===== src/rtl/conv_mdc_dst_collector.sv =====
// conv_mdc_dst_collector: buffers conv_mdc results in a FWFT FIFO, counts a job and pulses done after drain.
// Optional stall counter built when CONV_MDC_COLLECTOR_PERF_EN is defined.
module conv_mdc_dst_collector #(
  parameter int DATA_WIDTH = 32,
  parameter int FIFO_DEPTH = 4,
  parameter int CNT_WIDTH  = 16
) (
  input  logic                    clk_i,
  input  logic                    rst_i,
  input  logic                    clear_i,
  input  logic                    start_i,
  input  logic [CNT_WIDTH-1:0]    len_i,
  input  logic                    in_valid_i,
  input  logic [DATA_WIDTH-1:0]   in_data_i,
  output logic                    in_ready_o,
  output logic                    out_valid_o,
  output logic [DATA_WIDTH-1:0]   out_data_o,
  output logic [DATA_WIDTH/8-1:0] out_strb_o,
  input  logic                    out_ready_i,
  output logic                    busy_o,
  output logic                    done_o,
  output logic [CNT_WIDTH-1:0]    cnt_o,
  output logic                    err_extra_o,
  output logic [31:0]             stall_cnt_o
);
  localparam int AW = $clog2(FIFO_DEPTH);
  localparam logic [1:0] IDLE = 2'd0, RUN = 2'd1, DRAIN = 2'd2, DONE = 2'd3;

  logic [1:0]            state, state_d;
  logic [DATA_WIDTH-1:0] mem [FIFO_DEPTH];
  logic [AW:0]           wr_ptr, rd_ptr;
  logic [CNT_WIDTH-1:0]  len_q, cnt;
  logic                  err, full, empty, push, pop, start_ok;

  assign empty       = wr_ptr == rd_ptr;
  assign full        = (wr_ptr[AW] != rd_ptr[AW]) && (wr_ptr[AW-1:0] == rd_ptr[AW-1:0]);
  assign in_ready_o  = (state == RUN) && !full;
  assign push        = in_valid_i && in_ready_o;
  assign pop         = !empty && out_ready_i;
  assign start_ok    = (state == IDLE) && start_i;
  assign out_valid_o = !empty;
  assign out_data_o  = mem[rd_ptr[AW-1:0]];
  assign out_strb_o  = '1;
  assign busy_o      = (state == RUN) || (state == DRAIN);
  assign done_o      = state == DONE;
  assign cnt_o       = cnt;
  assign err_extra_o = err;

  always_comb begin
    state_d = state;
    case (state)
      IDLE:    if (start_i) state_d = (len_i == '0) ? DONE : RUN;
      RUN:     if (push && CNT_WIDTH'(cnt + 1'b1) == len_q) state_d = DRAIN;
      DRAIN:   if (empty) state_d = DONE;
      default: state_d = IDLE;
    endcase
  end

  always_ff @(posedge clk_i or posedge rst_i) begin
    if (rst_i) begin
      state  <= IDLE;
      wr_ptr <= '0;
      rd_ptr <= '0;
      len_q  <= '0;
      cnt    <= '0;
      err    <= 1'b0;
    end else if (clear_i) begin
      state  <= IDLE;
      wr_ptr <= '0;
      rd_ptr <= '0;
      len_q  <= '0;
      cnt    <= '0;
      err    <= 1'b0;
    end else begin
      state <= state_d;
      if (push) wr_ptr <= wr_ptr + 1'b1;
      if (pop) rd_ptr <= rd_ptr + 1'b1;
      if (start_ok) len_q <= len_i;
      if (push) cnt <= cnt + 1'b1;
      else if (start_ok) cnt <= '0;
      err <= start_ok ? 1'b0 : (err | (in_valid_i && state != RUN));
    end
  end

  // storage needs no reset: occupancy is defined by the pointers alone
  always_ff @(posedge clk_i) begin
    if (push) mem[wr_ptr[AW-1:0]] <= in_data_i;
  end

`ifdef CONV_MDC_COLLECTOR_PERF_EN
  logic [31:0] stall;
  always_ff @(posedge clk_i or posedge rst_i) begin
    if (rst_i) stall <= '0;
    else if (clear_i || start_ok) stall <= '0;
    else if (busy_o && out_valid_o && !out_ready_i && stall != '1) stall <= stall + 1'b1;
  end
  assign stall_cnt_o = stall;
`else
  assign stall_cnt_o = '0;
`endif
endmodule


===== config.mk =====
export PLATFORM = sky130hd
export DESIGN_NAME = conv_mdc_dst_collector
export DESIGN_NICKNAME = d
export VERILOG_FILES = /design/src/rtl/conv_mdc_dst_collector.sv
export SDC_FILE = /design/constraint.sdc
export NUM_CORES = 1
export LEC_CHECK = 0
export CAP_MARGIN = 10
export CELL_PAD_IN_SITES_DETAIL_PLACEMENT = 0
export CELL_PAD_IN_SITES_GLOBAL_PLACEMENT = 2
export CORE_ASPECT_RATIO = 1.1
export CORE_UTILIZATION = 40
export DETAILED_ROUTE_END_ITERATION = 10
export PLACE_DENSITY_LB_ADDON = 0.1
export SETUP_SLACK_MARGIN = 0.5
export SLEW_MARGIN = 20
export SYNTH_ARGS = -nofsm -noshare
export SYNTH_HDL_FRONTEND = slang
export SYNTH_SLANG_ARGS = --single-unit

===== constraint.sdc =====
create_clock -name clk_i -period 5.1 [get_ports clk_i]
set_clock_uncertainty 0.1 [all_clocks]
set_input_delay 0.765 -clock clk_i [delete_from_list [all_inputs] [get_ports clk_i]]
set_output_delay 0.765 -clock clk_i [all_outputs]
set_load 0.02 [all_outputs]

Word-level counts from Yosys, hierarchy flattened
Memory sizes are Yosys's and may differ from the RTL's. Cells that the tools add are included.

Register bits after elaboration: 41. Memory bits (writable): 128. Input bits: 54. Output and inout bits: 89. Logic and storage cells: 58. Memories: 1.

$add $sub $neg: 3. Equal/unequal tests: 11. Muxes and demuxes: 19. Bitwise gates (word level): 1. Reductions and logical operators: 17.

Memories: mem (depth 4, width 32, rd ports 1, clocked after Yosys merged registers in 0, write ports 1, RTL line 30) `logic [DATA_WIDTH-1:0] mem [FIFO_DEPTH];`.

Operators with widths (count): $mux 16 (5); $add 16x1->16 const B (1); $eq 16x16->1 (1); $logic_not 16->1 (1); $mux 3 (4); $mux 2 (5); $logic_and 1x1->1 (7); $add 3x1->3 const B (2); $ne 3x3->1 const B (2); $pmux 2 s3 (1); $reduce_bool 2->1 (3); $eq 2x2->1 const B (2); $mux 1 (4); $eq 3x3->1 (1); $ne 3x2->1 const B (1); $reduce_and 3->1 (1); $reduce_bool 3->1 (1); $eq 2x1->1 const B (1); $eq 2x2->1 (1); $logic_not 1->1 (2); $logic_not 2->1 (1); $ne 2x1->1 const B (1); $logic_or 1x1->1 (1); $ne 1x1->1 (1); $or 1x1->1 (1).

Logic depth before layout (Yosys ltp)
Gate-level depths: netlist (run 1).

Depth after elaboration: 9. Mapped depth: 12.

Least setup slack after synthesis (run 1)
Ideal clock, no wire load.

Path kind: register to register. Start: register cnt[0], in the netlist cnt_o[0]. End: register state[0]. Arrival: 2718 ps. Required time: 4921 ps. Path slack: 2202 ps. Stages on the path, launching flop included: 9. Clock period less this slack: 2898 ps. Path through: dfrtp_1 > ha_1 > nand3_1 > nor4_1 > xnor2_1 > nand2_1 > or4_4 > o41ai_4 > mux2i_1.

Cells in the longest elaborated chain, start to end: 5.

RTL lines: from (decl) (RTL line 32) `logic [CNT_WIDTH-1:0] len_q, cnt;`; from (signal assigned) (RTL line 79) `if (push) cnt <= cnt + 1'b1;`; $add 16x1->16 (RTL line 53) `RUN: if (push && CNT_WIDTH'(cnt + 1'b1) == len_q) state_d = DRAIN;`; $eq 16x16->1 (RTL line 53); $logic_and 1x1->1 (RTL line 53); $ne 3x2->1 (no source line); $reduce_and 3->1 (no source line); to (signal assigned) (RTL line 75) `state <= state_d;`; to (decl) (RTL line 29) `logic [1:0] state, state_d;`.

No other way between the ends. A chain may end at the register's enable or synchronous reset.

Worst setup path after layout (run 1)
Start: register rd_ptr[0]. End: output port out_data_o[20].

Cells in the longest elaborated chain, start to end: 1.

RTL lines: from (decl) (RTL line 31) `logic [AW:0] wr_ptr, rd_ptr;`; from (signal assigned) (RTL line 77) `if (pop) rd_ptr <= rd_ptr + 1'b1;`; $mem_v2 4x32; to (decl) (RTL line 17) `output logic [DATA_WIDTH-1:0] out_data_o,`.

No other way between the ends.

==> results of run 1 <==
## routing by layer
layer	global-route usage	vias up	part of all wire
met5	0	-	0
met1	0.223	2147	0.45
met3	0.0419	7	0.036
li1	-	1958	-
met2	0.290	100	0.51
met4	0.0576	0	0.0074
## worst max-delay path by stage
stage	to	startpoint	slack, ns
final	out_data_o[20]	rd_ptr[0]	1.46
after global routing	out_data_o[0]	rd_ptr[0]	1.25
after CTS	out_data_o[20]	rd_ptr[0]	1.38
after detailed placement	out_data_o[20]	rd_ptr[0]	1.84
after global placement	out_data_o[20]	rd_ptr[0]	1.85
after floorplan	state[0]	cnt_o[0]	2.20
## cells in the final DEF (no fill, tap or decap), types with 13 or more instances in the layout
cell,n
o21ai_0,24
dfrtp_1,39
conb_1,36
edfxtp_1,128
clkbuf_16,17
xnor2_1,13
clkdlybuf4s50_1,106
nor2_1,20
nand2_1,16
mux4_2,32
a22o_1,17
xor2_1,15
## worst register-to-register path, cell delays in order (launching register included)
cell and delay (ns):
dfrtp_1 0.48, ha_1 0.31, nand3_1 0.24, nor4_1 0.59
xnor2_1 0.18, nand2_1 0.07, or4_4 0.43, o41ai_4 0.41
mux2i_1 0.24
## power groups by stage
stage          combinational [mW]  clock [mW]  sequential (mW)
5_1_grt                      1.00        1.32             1.68
3_3_place_gp                0.938           0             1.69
4_1_cts                     0.949        1.27             1.67
2_1_floorplan               0.639           0             1.65
3_5_place_dp                0.947           0             1.70
6_report                    0.932        1.24             1.66
## cells by family after synthesis
group,after synthesis,share of synthesized area
and+or+nand+nor,90,0.0719
adders and majority gates,10,0.0168
other,2,0.00101
DFF,169,0.653
AOI/OAI and AO/OA,70,0.0687
xor gates and xnor gates,28,0.0329
muxes,36,0.102
buffers and inverters,65,0.0531
## area by class of cell
class | count | area share
clock inverter | 15 | 0.0166
inverter | 10 | 0.00408
tap | 238 | 0.0324
sequential | 169 | 0.530
clock buffer | 17 | 0.0462
multi-input combinational | 270 | 0.252
timing repair buffer | 110 | 0.119
## flip-flops by register name, summed over array words and instances (netlist names)
signal	count
len_q	16
wr_ptr	3
err_extra_o	1
rd_ptr	3
state	2
cnt_o	16
mem	128
## through the flow
stage / std cells / cell area (um^2)
global route: 829 / 9200
global placement: 797 / 8620
finish: 829 / 9200
floorplan: 504 / 7580
detailed placement: 797 / 8620
CTS: 829 / 9200
==> results.sh, run 1 <==
export IMPL_outcome="complete, no violations"
export IMPL_netlist_area_um2=7450
export IMPL_overflow=0
export IMPL_p_sw_mw=1.14
export IMPL_synth_top_cell_area_share=0.516
export IMPL_pre_cts_slack_ns=1.84
export IMPL_vias=4212
export IMPL_synth_common_cells="edfxtp_1, dfrtp_1, buf_4"
export IMPL_sw_frac_of_total=0.298
export IMPL_r2r_start="cnt_o[0]"
export IMPL_critical_path_required_ns=4.24
export IMPL_antenna_found_initial=0
export IMPL_crit_fanout=19
export IMPL_cts_buffers=17
export IMPL_ctsHoldBuffers=0
export IMPL_fillers=1531
export IMPL_reg2reg_to="state[0]"
export IMPL_crit_buf_inv=2
export IMPL_seq_power_share=0.434
export IMPL_finalCritPeriodShare=0.714
export IMPL_p_int_mw=2.69
export IMPL_multi_input_area_um2=2320
export IMPL_post_cts_resized=0
export IMPL_h_tree_depth=4
export IMPL_cts_sink_count=169
export IMPL_nets=642
export IMPL_worstSetupEndpointType="primary output"
export IMPL_synth_seq_cells=169
export IMPL_drtIter0Drc=179
export IMPL_drc=0
export IMPL_power_mw=3.84
export IMPL_synthCells=470
export IMPL_maxCapViolCount=0
export IMPL_yosysMostFrequentCell="edfxtp_1"
export IMPL_grt_pass1_vias=4455
export IMPL_setup_viol=0
export IMPL_ff2ff_path_depth=8
export IMPL_synth_sequential_area_ratio=0.653
export IMPL_path_cells="buf_4 -> mux4_2 -> clkdlybuf4s50_1"
export IMPL_dieWidth_um=132
export IMPL_fin_util=0.511
export IMPL_async_flop_share=0.243
export IMPL_hold_end="len_q[14]"
export IMPL_hpwl_um=10400
export IMPL_vdd_drop_max_uv=225
export IMPL_synth_edff_count=128
export IMPL_insertion_delay_ns=0.42
export IMPL_n_antenna_cell=0
export IMPL_worst_slew_pin_slew_ns=0.899
export IMPL_grt_pass1_wl_um=25100
export IMPL_die_y_um=145
export IMPL_cellLeakagePower_nw=3.32
export IMPL_synth_area_leader_cell="edfxtp_1"
export IMPL_slowest_stage="dfrtp_2"
export IMPL_setup_tns_ns=0
export IMPL_drive_above_1_share=0.151
export IMPL_yosys_warnings=0
export IMPL_gp_congestion=0.758
export IMPL_final_hold_viol_count=0
export IMPL_wirelength_um=15600
export IMPL_initial_core_util=0.414
export IMPL_hp_class="register to register"
export IMPL_drt_antenna_violating_nets=0
export IMPL_hp_start="len_q[14]"
export IMPL_syn_to_final_growth_pct=23.4
export IMPL_grt_use_total=0.174
export IMPL_rows=51
export IMPL_regArea_um2=4870
export IMPL_slowest_delay_ns=0.77
export IMPL_drv_slew=0
export IMPL_worstHoldPathCells=1
export IMPL_max_freq_ghz=0.275
export IMPL_drt_first_pass_iters=4
export IMPL_port_buffers=106
export IMPL_power_density_nw_per_um2=417
export IMPL_r2r_slack_ns=1.96
export IMPL_startpoint_type="register"
export IMPL_yosys_most_used_dff="edfxtp_1"
export IMPL_clk_pin_slew_ns=0.07
export IMPL_crit_type="register to primary output"
export IMPL_hold_ws_ns=0.426
export IMPL_dieArea_um2=19200
export IMPL_worst_endpoint_arrival_ns=2.78
export IMPL_root_buffer="clkbuf_16"
export IMPL_io_pins=143
export IMPL_max_slew_margin=0.400
export IMPL_min_period_ns=3.64
export IMPL_synthTopCellsByArea="edfxtp_1, dfrtp_1, mux4_2"
export IMPL_clk_path_buf_depth=2
export IMPL_critical_path_depth=3
export IMPL_grt_max_degree=42
export IMPL_viasPerCell=5.08
export IMPL_avgSynthCellArea_um2=15.9
export IMPL_combPwrFrac=0.243
export IMPL_coreArea_um2=18000
export IMPL_cp_top_family="buffers and inverters"
export IMPL_cts_tree="built"
export IMPL_p_clk_frac=0.323
export IMPL_rsz0062_at_grt="no"
export IMPL_ys_types=56
export IMPL_wl_per_cell_um=18.8
export IMPL_setup_ws_ns=1.46
export IMPL_post_cts_buffers=0
(Power assumes the default switching activity.)
==> inputs of run 2 (changes only) <==
--- a/config.mk
+++ b/config.mk
@@ -9,7 +9,7 @@
 export CELL_PAD_IN_SITES_DETAIL_PLACEMENT = 0
 export CELL_PAD_IN_SITES_GLOBAL_PLACEMENT = 2
 export CORE_ASPECT_RATIO = 1.1
-export CORE_UTILIZATION = 40
+export CORE_UTILIZATION = 33
 export DETAILED_ROUTE_END_ITERATION = 10
 export PLACE_DENSITY_LB_ADDON = 0.1
 export SETUP_SLACK_MARGIN = 0.5
==> constraint.sdc (replaced) <==
create_clock -name clk_i -period 3.2 [get_ports clk_i]
set_clock_uncertainty 0.1 [all_clocks]
set_input_delay 0.48 -clock clk_i [delete_from_list [all_inputs] [get_ports clk_i]]
set_output_delay 0.48 -clock clk_i [all_outputs]
set_load 0.02 [all_outputs]
==> run 2 against run 1 <==
Core utilization shrank 7.7 points. Die area grew 21%. Sequential power grew 57%. Worst setup slack lost 0.82 ns. Hold slack lost 0.036 ns. Flip-flop and latch count is the same. Global-route usage shrank 2.6 points. Critical path type unchanged.
==> results.sh, run 2 (synthesis results as in run 1) <==
export IMPL_port_buffers=106
export IMPL_min_period_ns=2.56
export IMPL_hpwl_um=10900
export IMPL_hold_ws_ns=0.390
export IMPL_worst_endpoint_arrival_ns=1.98
export IMPL_die_y_um=160
export IMPL_wl_per_cell_um=18.4
export IMPL_max_freq_ghz=0.391
export IMPL_final_common_cell="edfxtp_1"
export IMPL_drc=0
export IMPL_max_slew_margin=0.553
export IMPL_outcome="complete, no violations"
export IMPL_crit_start="rd_ptr[0]"
export IMPL_crit_fanout=17
export IMPL_viasPerCell=4.81
export IMPL_power_density_nw_per_um2=655
export IMPL_cts_buffers=17
export IMPL_grt_use_total=0.149
export IMPL_drive_above_1_share=0.197
export IMPL_postLayoutCellArea_um2=9600
export IMPL_final_hold_viol_count=0
export IMPL_gp_congestion=0.786
export IMPL_root_buffer="clkbuf_16"
export IMPL_ctsHoldBuffers=0
export IMPL_overflow=0
export IMPL_r2r_start="cnt_o[0]"
export IMPL_vias=4350
export IMPL_cts_sink_count=169
export IMPL_dp_cells=865
export IMPL_drt_first_pass_iters=4
export IMPL_rows=57
export IMPL_grt_max_degree=42
export IMPL_worst_slew_pin_slew_ns=0.670
export IMPL_pre_cts_slack_ns=0.474
export IMPL_clk_pin_slew_ns=0.07
export IMPL_largest_reg_flops=128
export IMPL_clk_path_buf_depth=2
export IMPL_n_antenna_cell=0
export IMPL_h_tree_depth=4
export IMPL_grt_pass1_vias=4445
export IMPL_coreArea_um2=22100
export IMPL_initial_core_util=0.337
export IMPL_drtIter0Drc=168
export IMPL_cellLeakagePower_nw=3.69
export IMPL_finalCritPeriodShare=0.800
export IMPL_stdcell_count=905
export IMPL_grt_pass1_wl_um=25600
export IMPL_wirelength_um=16700
export IMPL_nets=661
export IMPL_dieWidth_um=145
export IMPL_drv_slew=0
export IMPL_setup_tns_ns=0
export IMPL_mostFrequentLayoutCells="edfxtp_1, clkdlybuf4s50_1, conb_1"
export IMPL_r2r_slack_ns=0.70
export IMPL_vdd_drop_max_uv=370
export IMPL_crit_type="register to primary output"
export IMPL_place_area_um2=8820
export IMPL_rsz0062_at_grt="no"
export IMPL_drt_antenna_violating_nets=0
export IMPL_dieArea_um2=23200
export IMPL_syn_to_final_growth_pct=28.9
export IMPL_hp_class="input pin to async pin"
export IMPL_io_pins=143
export IMPL_worstSetupEndpointType="primary output"
export IMPL_insertion_delay_ns=0.43
export IMPL_setup_ws_ns=0.639
export IMPL_antenna_found_initial=0
export IMPL_fin_util=0.434
export IMPL_maxCapViolCount=0
export IMPL_startpoint_type="register"
export IMPL_setup_viol=0
export IMPL_cts_tree="built"
export IMPL_power_mw=6.29
export IMPL_critical_path_required_ns=2.62
run 2: cell types whose count changed in the layout (fill, tap and decap cells not counted), moves of 7 or more:
cell             delta
clkdlybuf4s50_1    -34
dlymetal6s2s_1     +21
buf_4              +15
dlygate4sd2_1      +13
dfrtp_1             -7
dfrtp_2             +7
run 2: where the power goes:
part	switching (mW)	internal [mW]	total, mW
clock	0.933	1.12	2.06
combinational	0.841	0.786	1.63
sequential	0.0896	2.52	2.61
run 2: timing repair:
action	in CTS	in global routing
cloned	1	0
gates resized for setup	19	32
pin swaps	2	4
setup buffers	4	3
setup endpoints to repair	34	23
run 2: final cells by class:
type / count / area (um^2)
clock inverter: 14 / 173
fill: 2017 / 12500
timing repair buffer: 129 / 1320
multi-input combinational: 270 / 2390
tap: 295 / 369
inverter: 10 / 37.5
sequential: 169 / 4880
clock buffer: 18 / 429
run 2: worst paths after layout:
path | to | cells after the start
min in group clk_i | len_q[9] | 1
max reg2reg | state[0] | 8
max | out_data_o[29] | 3
min | rd_ptr[0] | 3
max in group asynchronous | cnt_o[5] | 3
min reg2reg | len_q[9] | 1
run 2: critical path, stage by stage, from the launching register on:
cell	delay (ns)
dfrtp_2	0.48
buf_16	0.22
mux4_2	0.52
dlygate4sd2_1	0.33
run 2: routing by layer:
metal | part of all wire | up-vias | track usage
met4 | 0.014 | 0 | 0.0526
met2 | 0.50 | 117 | 0.246
met5 | 0 | - | 0
li1 | - | 1997 | -
met3 | 0.045 | 16 | 0.0329
met1 | 0.44 | 2220 | 0.193
